===== src/rtl/cla16_pipe.sv =====
// Two-stage pipelined 16-bit adder built from four 4-bit carry look-ahead slices.
// Stage 1 adds the low byte and registers the carry c8 with the high operand bytes;
// stage 2 adds the high byte and registers sum/cout/ovf. Valid/ready on both sides.
module cla16_pipe #(
    parameter int unsigned WIDTH = 16,
    parameter int unsigned SLICE = 4
) (
    input  logic             clk,
    input  logic             rst,
    input  logic             in_valid,
    output logic             in_ready,
    input  logic [WIDTH-1:0] a,
    input  logic [WIDTH-1:0] b,
    input  logic             cin,
    output logic             out_valid,
    input  logic             out_ready,
    output logic [WIDTH-1:0] sum,
    output logic             cout,
    output logic             ovf
);

    localparam int unsigned HALF = WIDTH / 2;

    // One 4-bit carry look-ahead slice: returns {carry_out, sum}.
    function automatic logic [SLICE:0] cla4(
        input logic [SLICE-1:0] x,
        input logic [SLICE-1:0] y,
        input logic             ci
    );
        logic [SLICE-1:0] g;
        logic [SLICE-1:0] p;
        logic [SLICE:0]   c;
        g    = x & y;
        p    = x ^ y;
        c[0] = ci;
        c[1] = g[0] | (p[0] & ci);
        c[2] = g[1] | (p[1] & g[0]) | (p[1] & p[0] & ci);
        c[3] = g[2] | (p[2] & g[1]) | (p[2] & p[1] & g[0]) | (p[2] & p[1] & p[0] & ci);
        c[4] = g[3] | (p[3] & g[2]) | (p[3] & p[2] & g[1]) | (p[3] & p[2] & p[1] & g[0])
             | (p[3] & p[2] & p[1] & p[0] & ci);
        return {c[SLICE], p ^ c[SLICE-1:0]};
    endfunction

    // Stage-1 registers
    logic            s1_valid;
    logic [HALF-1:0] lo_sum;
    logic            c8;
    logic [HALF-1:0] a_hi;
    logic [HALF-1:0] b_hi;

    // Slice results
    logic [SLICE:0]  slice0_c;
    logic [SLICE:0]  slice1_c;
    logic [SLICE:0]  slice2_c;
    logic [SLICE:0]  slice3_c;
    logic [HALF-1:0] lo_sum_c;
    logic [HALF-1:0] hi_sum_c;
    logic            c8_c;
    logic            c15_c;
    logic            c16_c;

    // Handshake terms
    logic            s2_ready;
    logic            in_fire;
    logic            s1_adv;

    // Low byte: two slices chained on the incoming operands.
    always_comb begin
        slice0_c = cla4(a[SLICE-1:0], b[SLICE-1:0], cin);
        slice1_c = cla4(a[HALF-1:SLICE], b[HALF-1:SLICE], slice0_c[SLICE]);
        lo_sum_c = {slice1_c[SLICE-1:0], slice0_c[SLICE-1:0]};
        c8_c     = slice1_c[SLICE];
    end

    // High byte: two slices chained on the stage-1 registers; c15 recovered from sum bit 15.
    always_comb begin
        slice2_c = cla4(a_hi[SLICE-1:0], b_hi[SLICE-1:0], c8);
        slice3_c = cla4(a_hi[HALF-1:SLICE], b_hi[HALF-1:SLICE], slice2_c[SLICE]);
        hi_sum_c = {slice3_c[SLICE-1:0], slice2_c[SLICE-1:0]};
        c16_c    = slice3_c[SLICE];
        c15_c    = hi_sum_c[HALF-1] ^ a_hi[HALF-1] ^ b_hi[HALF-1];
    end

    // Ready chain: combinational from out_ready back to in_ready only.
    always_comb begin
        s2_ready = !out_valid || out_ready;
        in_ready = !s1_valid || s2_ready;
        in_fire  = in_valid && in_ready;
        s1_adv   = s1_valid && s2_ready;
    end

    // Stage 1: capture low-byte result and high operand bytes on an input transfer.
    always_ff @(posedge clk or posedge rst) begin
        if (rst) begin
            s1_valid <= 1'b0;
            lo_sum   <= '0;
            c8       <= 1'b0;
            a_hi     <= '0;
            b_hi     <= '0;
        end else if (in_fire) begin
            s1_valid <= 1'b1;
            lo_sum   <= lo_sum_c;
            c8       <= c8_c;
            a_hi     <= a[WIDTH-1:HALF];
            b_hi     <= b[WIDTH-1:HALF];
        end else if (s2_ready) begin
            s1_valid <= 1'b0;
        end
    end

    // Stage 2: load the full result when stage 1 advances, drop valid when drained.
    always_ff @(posedge clk or posedge rst) begin
        if (rst) begin
            out_valid <= 1'b0;
            sum       <= '0;
            cout      <= 1'b0;
            ovf       <= 1'b0;
        end else if (s1_adv) begin
            out_valid <= 1'b1;
            sum       <= {hi_sum_c, lo_sum};
            cout      <= c16_c;
            ovf       <= c15_c ^ c16_c;
        end else if (out_ready) begin
            out_valid <= 1'b0;
        end
    end

endmodule


===== config.mk =====
export PLATFORM = sky130hd
export DESIGN_NAME = cla16_pipe
export DESIGN_NICKNAME = d
export VERILOG_FILES = /design/src/rtl/cla16_pipe.sv
export SDC_FILE = /design/constraint.sdc
export NUM_CORES = 1
export LEC_CHECK = 0
export CAP_MARGIN = 20
export CORE_MARGIN = 2
export CORE_UTILIZATION = 45
export DETAILED_ROUTE_END_ITERATION = 10
export PLACE_DENSITY = 0.84
export SYNTH_ARGS = -nofsm -noshare
export SYNTH_HDL_FRONTEND = slang
export SYNTH_SLANG_ARGS = --single-unit

===== constraint.sdc =====
create_clock -name clk -period 2 [get_ports clk]
set_clock_uncertainty 0.15 [all_clocks]
set_input_delay 0.2 -clock clk [delete_from_list [all_inputs] [get_ports clk]]
set_output_delay 0.2 -clock clk [all_outputs]
set_load 0.02 [all_outputs]

# Yosys cells after proc, flatten, opt, wreduce, memory -nomap -nowiden
# Cells that the tools add are included.
# word_totals
memories	0
out_inout_bits	20
ram_bits	0
inputBits	37
ff_bits	45
mem_bits_ro	0
latchBits	0
# classes
eq_ne	0
bitwise	119
shift	0
n_mux	4
n_reduce_logical	8
mul	0
order_cmp	0
div	0
addsub	0
# ops
op	n
$and 1x1->1	64
$or 1x1->1	40
$xor 4x4->4	8
$and 4x4->4	4
$mux 1	4
$reduce_bool 2->1	2
$xor 1x1->1	3
$logic_and 1x1->1	2
$logic_not 1->1	2
$logic_or 1x1->1	2

# Depth between registers and ports, before layout
# Gate-level depths: netlist of the first run.
# depth
word_depth	12
depth_mapped	8
mapped_depth_nobuf	8

# Worst setup path after synthesis of the first run
# OpenSTA, ideal clock, no wires.
# synth_timing
kind	flip-flop to flip-flop
start	reg a_hi[0]
end	reg sum[12]
t_arrival_ns	1.934
required_time_ns	1.725
n_path_buf	0
setup_time_ns	0.125
period_less_slack_ns	2.209
path_stages_with_launch	8
setup_slack_ns	-0.209
cell_sequence	dfrtp_1 > ha_1 > a211oi_1 > nor2_1 > o21ai_0 > nand2b_1 > fa_1 > mux2_2
# synth_via
elab_chain_len	5
word_cells_on_any_way	8
cone_classes	8 x bitwise
# synth_rtl
element	line	text
from (decl)	48	logic [HALF-1:0] a_hi;
from (signal assigned)	104	a_hi <= a[WIDTH-1:HALF];
$and 4x4->4 / $xor 4x4->4 (equally long branches)	33, 34	
$and 1x1->1, on equally long branches	39, 40	
$or 1x1->1 / $and 1x1->1 (equally long branches)	39, 40	
$or 1x1->1 (*)	40	| (p[3] & p[2] & p[1] & p[0] & ci);
$xor 4x4->4 (*)	41	return {c[SLICE], p ^ c[SLICE-1:0]};
net hi_sum_c[4]	57	logic [HALF-1:0] hi_sum_c;
to (signal assigned)	120	sum <= {hi_sum_c, lo_sum};
to (decl)	17	output logic [WIDTH-1:0] sum,
# Mark *: on every way through the listed nets, which the timed path passes. The rest lies on a longest branch.
# A chain may end at the register's enable or synchronous reset.

# Worst setup path after layout of the first run
# Ends and elaborated chain as after synthesis.

==> results of run 1 <==
kinds of logic (layout without fill, tap and decap cells):
group           count (synthesis)  after routing  share of synthesized area [%]
fa+ha+maj                      20             20                           11.7
simple gates                   50             50                           10.2
flops                          45             45                           47.1
compound gates                 41             41                           11.3
xor+xnor                       10             10                           3.67
mux                            28             28                           13.1
buf+inv                        17             96                           2.88
worst max path at each step:
stage                              startpoint                    end
final                     a_hi[0]$_DFFE_PP0P_    sum[12]$_DFFE_PP0P_
after global routing      a_hi[0]$_DFFE_PP0P_    sum[12]$_DFFE_PP0P_
after CTS                 b_hi[0]$_DFFE_PP0P_    sum[12]$_DFFE_PP0P_
after detailed placement                 a[0]  lo_sum[4]$_DFFE_PP0P_
after global placement                   a[0]  lo_sum[4]$_DFFE_PP0P_
after floorplan           b_hi[0]$_DFFE_PP0P_    sum[12]$_DFFE_PP0P_
through the flow:
stage	area [µm²]	setup WS (ns)
6_report	3360	-0.179
4_1_cts	3330	-0.182
3_5_place_dp	3180	-0.485
2_1_floorplan	2400	-0.0703
5_1_grt	3360	-0.256
3_3_place_gp	3180	-0.444
metal layers:
layer | up-vias | global-route usage (%) | part of all wire (%)
met4 | 0 | 7.82 | 2.5
met5 | - | 0 | 0
li1 | 895 | - | -
met3 | 10 | 4.82 | 4.6
met2 | 52 | 32.7 | 52
met1 | 851 | 20.8 | 41
flip-flops by register name, summed over array words and instances, names as in the netlist, 8 cells and up:
signal	cells
a_hi	8
sum	16
b_hi	8
lo_sum	8
layout make-up:
| cell class | instances | area [µm²] |
|---|---|---|
| fill | 411 | 1750 |
| clock buffer | 7 | 86.3 |
| sequential | 45 | 1130 |
| inverter | 11 | 41.3 |
| multi-input combinational | 149 | 1280 |
| timing repair buffer | 78 | 736 |
| tap | 70 | 87.6 |
power by group through the flow:
stage / clock, mW / sequential (mW) / combinational [mW]
floorplan: 0 / 1.47 / 0.604
global placement: 0 / 1.30 / 1.32
detailed placement: 0 / 1.31 / 1.37
CTS: 0.574 / 1.30 / 1.43
global route: 0.612 / 1.33 / 1.59
finish: 0.559 / 1.30 / 1.46
placed cells by master (no fill, tap or decap), types with 3 or more instances in the layout:
cell type / n
buf_4: 21
mux2_2: 24
inv_1: 10
fa_1: 3
nand3_1: 4
nor2_1: 7
nand2b_1: 6
nor3_1: 3
ha_1: 14
o21ai_1: 9
nand2_1: 21
clkbuf_8: 6
clkdlybuf4s50_1: 52
dfrtp_1: 45
a21oi_1: 3
xnor2_1: 6
xor2_1: 4
o21ai_0: 4
a21o_1: 4
what timing repair did:
action	4_1_cts	5_1_grt
hold buffers	0	0
setup endpoints to repair	9	7
gates resized for setup	16	7
pin swaps	13	9
setup buffers	3	1
==> results by group, run 1 <==
Timing
  • Final Max Tran Viols: 0
  • Final worst-path cycle share: 109%
  • Highest Clock Rate: around 0.46 GHz
  • Hold_ws: 0.0770 ns
  • Setup violations, final: 2
  • Setup TNS: -0.257 ns
  • Least-Margin Pin Slew: 0.462 ns
  • Slew margin rel.: 69.1%
  • RSZ-0062 raised after global routing: yes
  • PnR worst setup slack: -0.179 ns
  • Minimum clock period: around 2.2 ns
  • Fin. Hold Viols: 0

Synthesis
  • Mean post-synth cell area: 11.3 µm²
  • FFs w/ async S/R, synth: 100%
  • Post-synth EDFFs: 0
  • Distinct cells, synth: 34
  • Synth area leaders: dfrtp_1 47%, mux2_2 12%, ha_1 8.4%, fa_1 3.4%, nand2_1 3.3%
  • Synth Instances: roughly 210
  • Ys flop type: dfrtp_1
  • Register area share after synthesis: 47.1%
  • Yosys reg bits: 45
  • Most numerous cell in the Yosys netlist: dfrtp_1
  • Top cells by count, synth: 45 x dfrtp_1, 25 x mux2_2, 21 x nand2_1
  • Cell Area, Synth: roughly 2400 µm²
  • Area leader, netlist: dfrtp_1
  • Top cell type's share of synthesized area: 47.1%
  • Synthesis warning total: 0
  • Post-Syn Nets: about 270

Global route
  • Largest net degree at the start of global routing: 25
  • First-pass GRT wire length: 8.60 mm
  • Vias in the first global route: 1906
  • Global route overflow: 0
  • GR Util All Layers: 18.4%
  • Initial antenna violation count: 0

Cells and area
  • Area grow syn2layout: 40.5%
  • Ant. Diodes: 0
  • Layout cells sized above 1: 24.8%
  • Finished Core Util: roughly 66%
  • NumNets Final: between 300 and 400
  • Non-filler cells in the finished layout: between 300 and 400

Clock tree
  • Number of H-tree levels: 2
  • CTS tree: built
  • Clk_lat worst skew: approximately 0.3 ns
  • Register clock-pin slew on the reported worst setup and hold paths: 0.08 ns
  • Clock Path Buffers: 2
  • Root Driver: clkbuf_8
  • Clock sinks: 45
  • Total CTS buffers: 5

Placement
  • Hpwl dp: 3.73 mm
  • Placed cells: 351
  • PortBufs: 56
  • GP Congestion: 0.786

Die
  • Die ar.: 5910 µm²
  • Row count: 26
  • Top Ports: 57
  • Initial core utilization: a little under half
  • Core ar.: 5110 µm²
  • Die width: 76.9 µm
  • Die Y: 76.9 µm

Power
  • VDD IR max: between 0.0004 and 0.0005 V
  • Switching pwr: 1.13 mW
  • Pleak: 1.49 nW
  • Clock share of power: about 17%
  • Pint: 2.20 mW
  • Sw frac: between 30% and 40%
  • Sequential power share: between 30% and 40%
  • Logic gate share of total power: 44.0%
  • Total chip power: 3.32 mW
  • Pwr/cell area: 990 nW/µm²

Status
  • Status: complete, but fails checks
  • Failing checks: setup timing

Critical path
  • CP max stage cell: dfrtp_1
  • Critical Path Start Type: flop
  • Crit Reg-Reg Startpoint: a_hi[0]$_DFFE_PP0P_
  • RR Endpoint: sum[12]$_DFFE_PP0P_
  • R2r setup slk: -0.18 ns
  • Critical path type: flop to flop
  • CP Depth: 7
  • Critical-path cell list: ha_4, a211oi_4, nor2_2, o21ai_1, nand2b_1, fa_2, mux2_2
  • Worst Path Arrival: ~2.2 ns
  • Critical path fanouts, max: 2
  • Delay-heaviest family, CP: adder cells
  • Worst Path Required: roughly 2.0 ns
  • CP Buf/Inv Count: 0
  • CP Capture Type: flop
  • Path depth of the worst reg2reg path: 7
  • CP peak stage delay: 0.42 ns

Drt
  • DRC Markers: 0
  • DRT Wirelength: 4.97 mm
  • Iteration-0 DRC Markers: 54
  • Final ANT Viol Nets: 0
  • Via density per instance: 5.02
  • Vias: 1808
  • First-pass detailed-route iteration total: 4
  • WL per Instance: 13.8 µm

Flow run
  • Max Cap Viol: 0

Min path
  • Hold WC Path Type: primary input to async pin
Power figures use the tool's default switching activity.
==> run 2: changes to the inputs <==
--- a/config.mk
+++ b/config.mk
@@ -9,7 +9,7 @@
 export CORE_MARGIN = 2
 export CORE_UTILIZATION = 45
 export DETAILED_ROUTE_END_ITERATION = 10
-export PLACE_DENSITY = 0.84
+export PLACE_DENSITY = 0.81
 export SYNTH_ARGS = -nofsm -noshare
 export SYNTH_HDL_FRONTEND = slang
 export SYNTH_SLANG_ARGS = --single-unit
==> constraint.sdc (replaced) <==
create_clock -name clk -period 2.6 [get_ports clk]
set_clock_uncertainty 0.15 [all_clocks]
set_input_delay 0.26 -clock clk [delete_from_list [all_inputs] [get_ports clk]]
set_output_delay 0.26 -clock clk [all_outputs]
set_load 0.02 [all_outputs]
==> results by group, run 2 (same netlist as run 1, synthesis figures left out) <==
Timing
  • Minimum clock period: 2.43 ns (+0.253 ns)
  • Fin. Hold Viols: 0 (unchanged)
  • Setup violations, final: 0 (-2)
  • RSZ-0062 raised after global routing: no
  • Hold_ws: 0.266 ns (+0.189 ns)
  • Highest Clock Rate: 0.411 GHz (-10%)
  • Slew margin rel.: 62.6% (-6.5 points)
  • Setup TNS: 0 ns (+0.257 ns)
  • Final Max Tran Viols: 0 (unchanged)
  • Final worst-path cycle share: 93.5% (-15 points)
  • Least-Margin Pin Slew: 0.561 ns (+0.0986 ns)

Power
  • Pwr/cell area: 790 nW/µm² (-20%)
  • Pleak: 1.41 nW (-5.2%)
  • VDD IR max: 0.000343 V (-30%)
  • Total chip power: 2.51 mW (-24%)

Drt
  • Iteration-0 DRC Markers: 74 (+37%)
  • Vias: 1745 (-3.5%)
  • DRT Wirelength: 4.28 mm (-14%)
  • Via density per instance: 5.06 (+0.71%)
  • First-pass detailed-route iteration total: 4 (unchanged)
  • Final ANT Viol Nets: 0 (unchanged)
  • WL per Instance: 12.4 µm (-10%)
  • DRC Markers: 0 (unchanged)

Cells and area
  • Layout cells sized above 1: 15.6% (-9.2 points)
  • Fillers: 431 (+4.9%)
  • NumNets Final: 331 (-4.6%)
  • Most frequent cells in the layout: 56 x clkdlybuf4s50_1, 45 x dfrtp_1, 25 x mux2_2
  • Area grow syn2layout: 33.3%
  • Ant. Diodes: 0 (unchanged)
  • Most common cell after layout, fill and taps aside: clkdlybuf4s50_1
  • Most flops, register: sum
  • Max reg flops: 16 (unchanged)

Global route
  • GR Util All Layers: 15.8% (-2.6 points)
  • Grt met1 use: 19.3% (-1.5 points)
  • Met2 Resource Use GR: 27.1% (-5.6 points)
  • Vias in the first global route: 1717 (-9.9%)
  • First-pass GRT wire length: 7.51 mm (-13%)
  • Largest net degree at the start of global routing: 46 (+84%)
  • Initial antenna violation count: 0 (unchanged)
  • Global route overflow: 0 (unchanged)
  • GRT met3 Usage: 3.88% (-0.94 points)
  • Busiest layer in global routing: met2

Clock tree
  • Post-cts sizing count: 0 (-16)
  • Post-CTS Setup Inserts: 0 (-3)
  • Register clock-pin slew on the reported worst setup and hold paths: 0.08 ns (about the same)
  • Total CTS buffers: 5 (unchanged)
  • Clock sinks: 45 (unchanged)
  • Number of H-tree levels: 2 (unchanged)
  • Clock Path Buffers: 2 (unchanged)
  • # hold bufs at CTS: 0 (unchanged)
  • Clk_lat worst skew: 0.29 ns (about the same)
  • Root Driver: clkbuf_8
  • CTS tree: built

Min path
  • Hold WC Path Type: primary input to async pin

Die
  • Die Y: 76.9 µm (unchanged)
  • Core ar.: 5110 µm² (unchanged)
  • Initial core utilization: 46.8% (unchanged)
  • Die width: 76.9 µm (unchanged)
  • Top Ports: 57 (unchanged)
  • Die ar.: 5910 µm² (unchanged)
  • Row count: 26 (unchanged)

Placement
  • PortBufs: 56 (unchanged)
  • Hpwl dp: 3.24 mm (-13%)
  • GP Congestion: 0.749 (-4.7%)

Critical path
  • Worst Path Required: 2.63 ns (+0.59 ns)
  • R2r setup slk: 0.17 ns (+0.35 ns)
  • CP Launch Point: a_hi[0]$_DFFE_PP0P_
  • Crit path to: sum[12]$_DFFE_PP0P_
  • Critical path type: flop to flop
  • Critical Path Start Type: flop
  • RR Endpoint: sum[12]$_DFFE_PP0P_
  • CP Capture Type: flop
  • Critical path fanouts, max: 3 (+1)
  • Path depth of the worst reg2reg path: 7 (unchanged)
  • Worst Path Arrival: 2.46 ns (+0.24 ns)
  • Crit Reg-Reg Startpoint: a_hi[0]$_DFFE_PP0P_

Status
  • Status: complete, no violations

Flow run
  • Max Cap Viol: 0 (unchanged)
[run 2: cell types whose count changed in the layout (fill, tap and decap cells not counted), sizes merged]
cell           change
buf               -16
bufinv             +1
clkdlybuf4s15      -2
clkdlybuf4s50      +4
dlygate4sd2        -2
[run 2: worst min-delay path by stage]
| stage | start | to | slack [ns] | cells after the start |
|---|---|---|---|---|
| 3_5_place_dp | sum[13]$_DFFE_PP0P_ | sum[13]$_DFFE_PP0P_ | 0.32 | 2 |
| 2_1_floorplan | in_valid | s1_valid$_DFFE_PP0P_ | 0.22 | 1 |
| 4_1_cts | rst | a_hi[7]$_DFFE_PP0P_ | 0.29 | 3 |
| 5_1_grt | rst | sum[0]$_DFFE_PP0P_ | 0.34 | 3 |
| 6_report | rst | out_valid$_DFFE_PP0P_ | 0.27 | 3 |
| 3_3_place_gp | lo_sum[0]$_DFFE_PP0P_ | lo_sum[0]$_DFFE_PP0P_ | 0.31 | 2 |
[run 2: area by class of cell]
| cell class | count | area (µm²) | area share [%] |
|---|---|---|---|
| repair buffers | 62 | 618 | 19.4 |
| clock inverters | 1 | 30.0 | 0.943 |
| multi-input cells | 149 | 1190 | 37.5 |
| inverters | 11 | 41.3 | 1.30 |
| clock buffers | 7 | 86.3 | 2.71 |
| flip-flops and latches | 45 | 1130 | 35.4 |
| well taps | 70 | 87.6 | 2.75 |
[run 2: power by group]
group	switching, mW	internal [mW]	leakage [nW]
Sequential	0.109	0.884	0.536
Clock	0.223	0.313	0.0585
Combinational	0.472	0.513	0.820
Total	0.804	1.71	1.41
[run 2: worst max-delay path, stage by stage (launching register included)]
cell	delay (ns)
dfrtp_1	0.40
ha_1	0.32
a211oi_1	0.33
nor2_1	0.13
o21ai_0	0.19
nand2b_1	0.11
fa_1	0.43
mux2_2	0.26
[run 2: per-stage QoR]
stage / worst slack (ns) / utilization, % / area (µm²) / std cells
global route: 0.0375 / 62.3 / 3180 / 345
CTS: 0.190 / 62.3 / 3180 / 345
finish: 0.168 / 62.3 / 3180 / 345
global placement: 0.0391 / 60.0 / 3070 / 337
detailed placement: -0.00907 / 60.0 / 3070 / 337
floorplan: 0.391 / - / 2390 / 211
[run 2: metal layers]
| metal | share of wire, % | vias up |
|---|---|---|
| met2 | 49 | 45 |
| met4 | 1.1 | 0 |
| met1 | 45 | 826 |
| met5 | 0 | - |
| met3 | 4.6 | 5 |
| li1 | - | 869 |
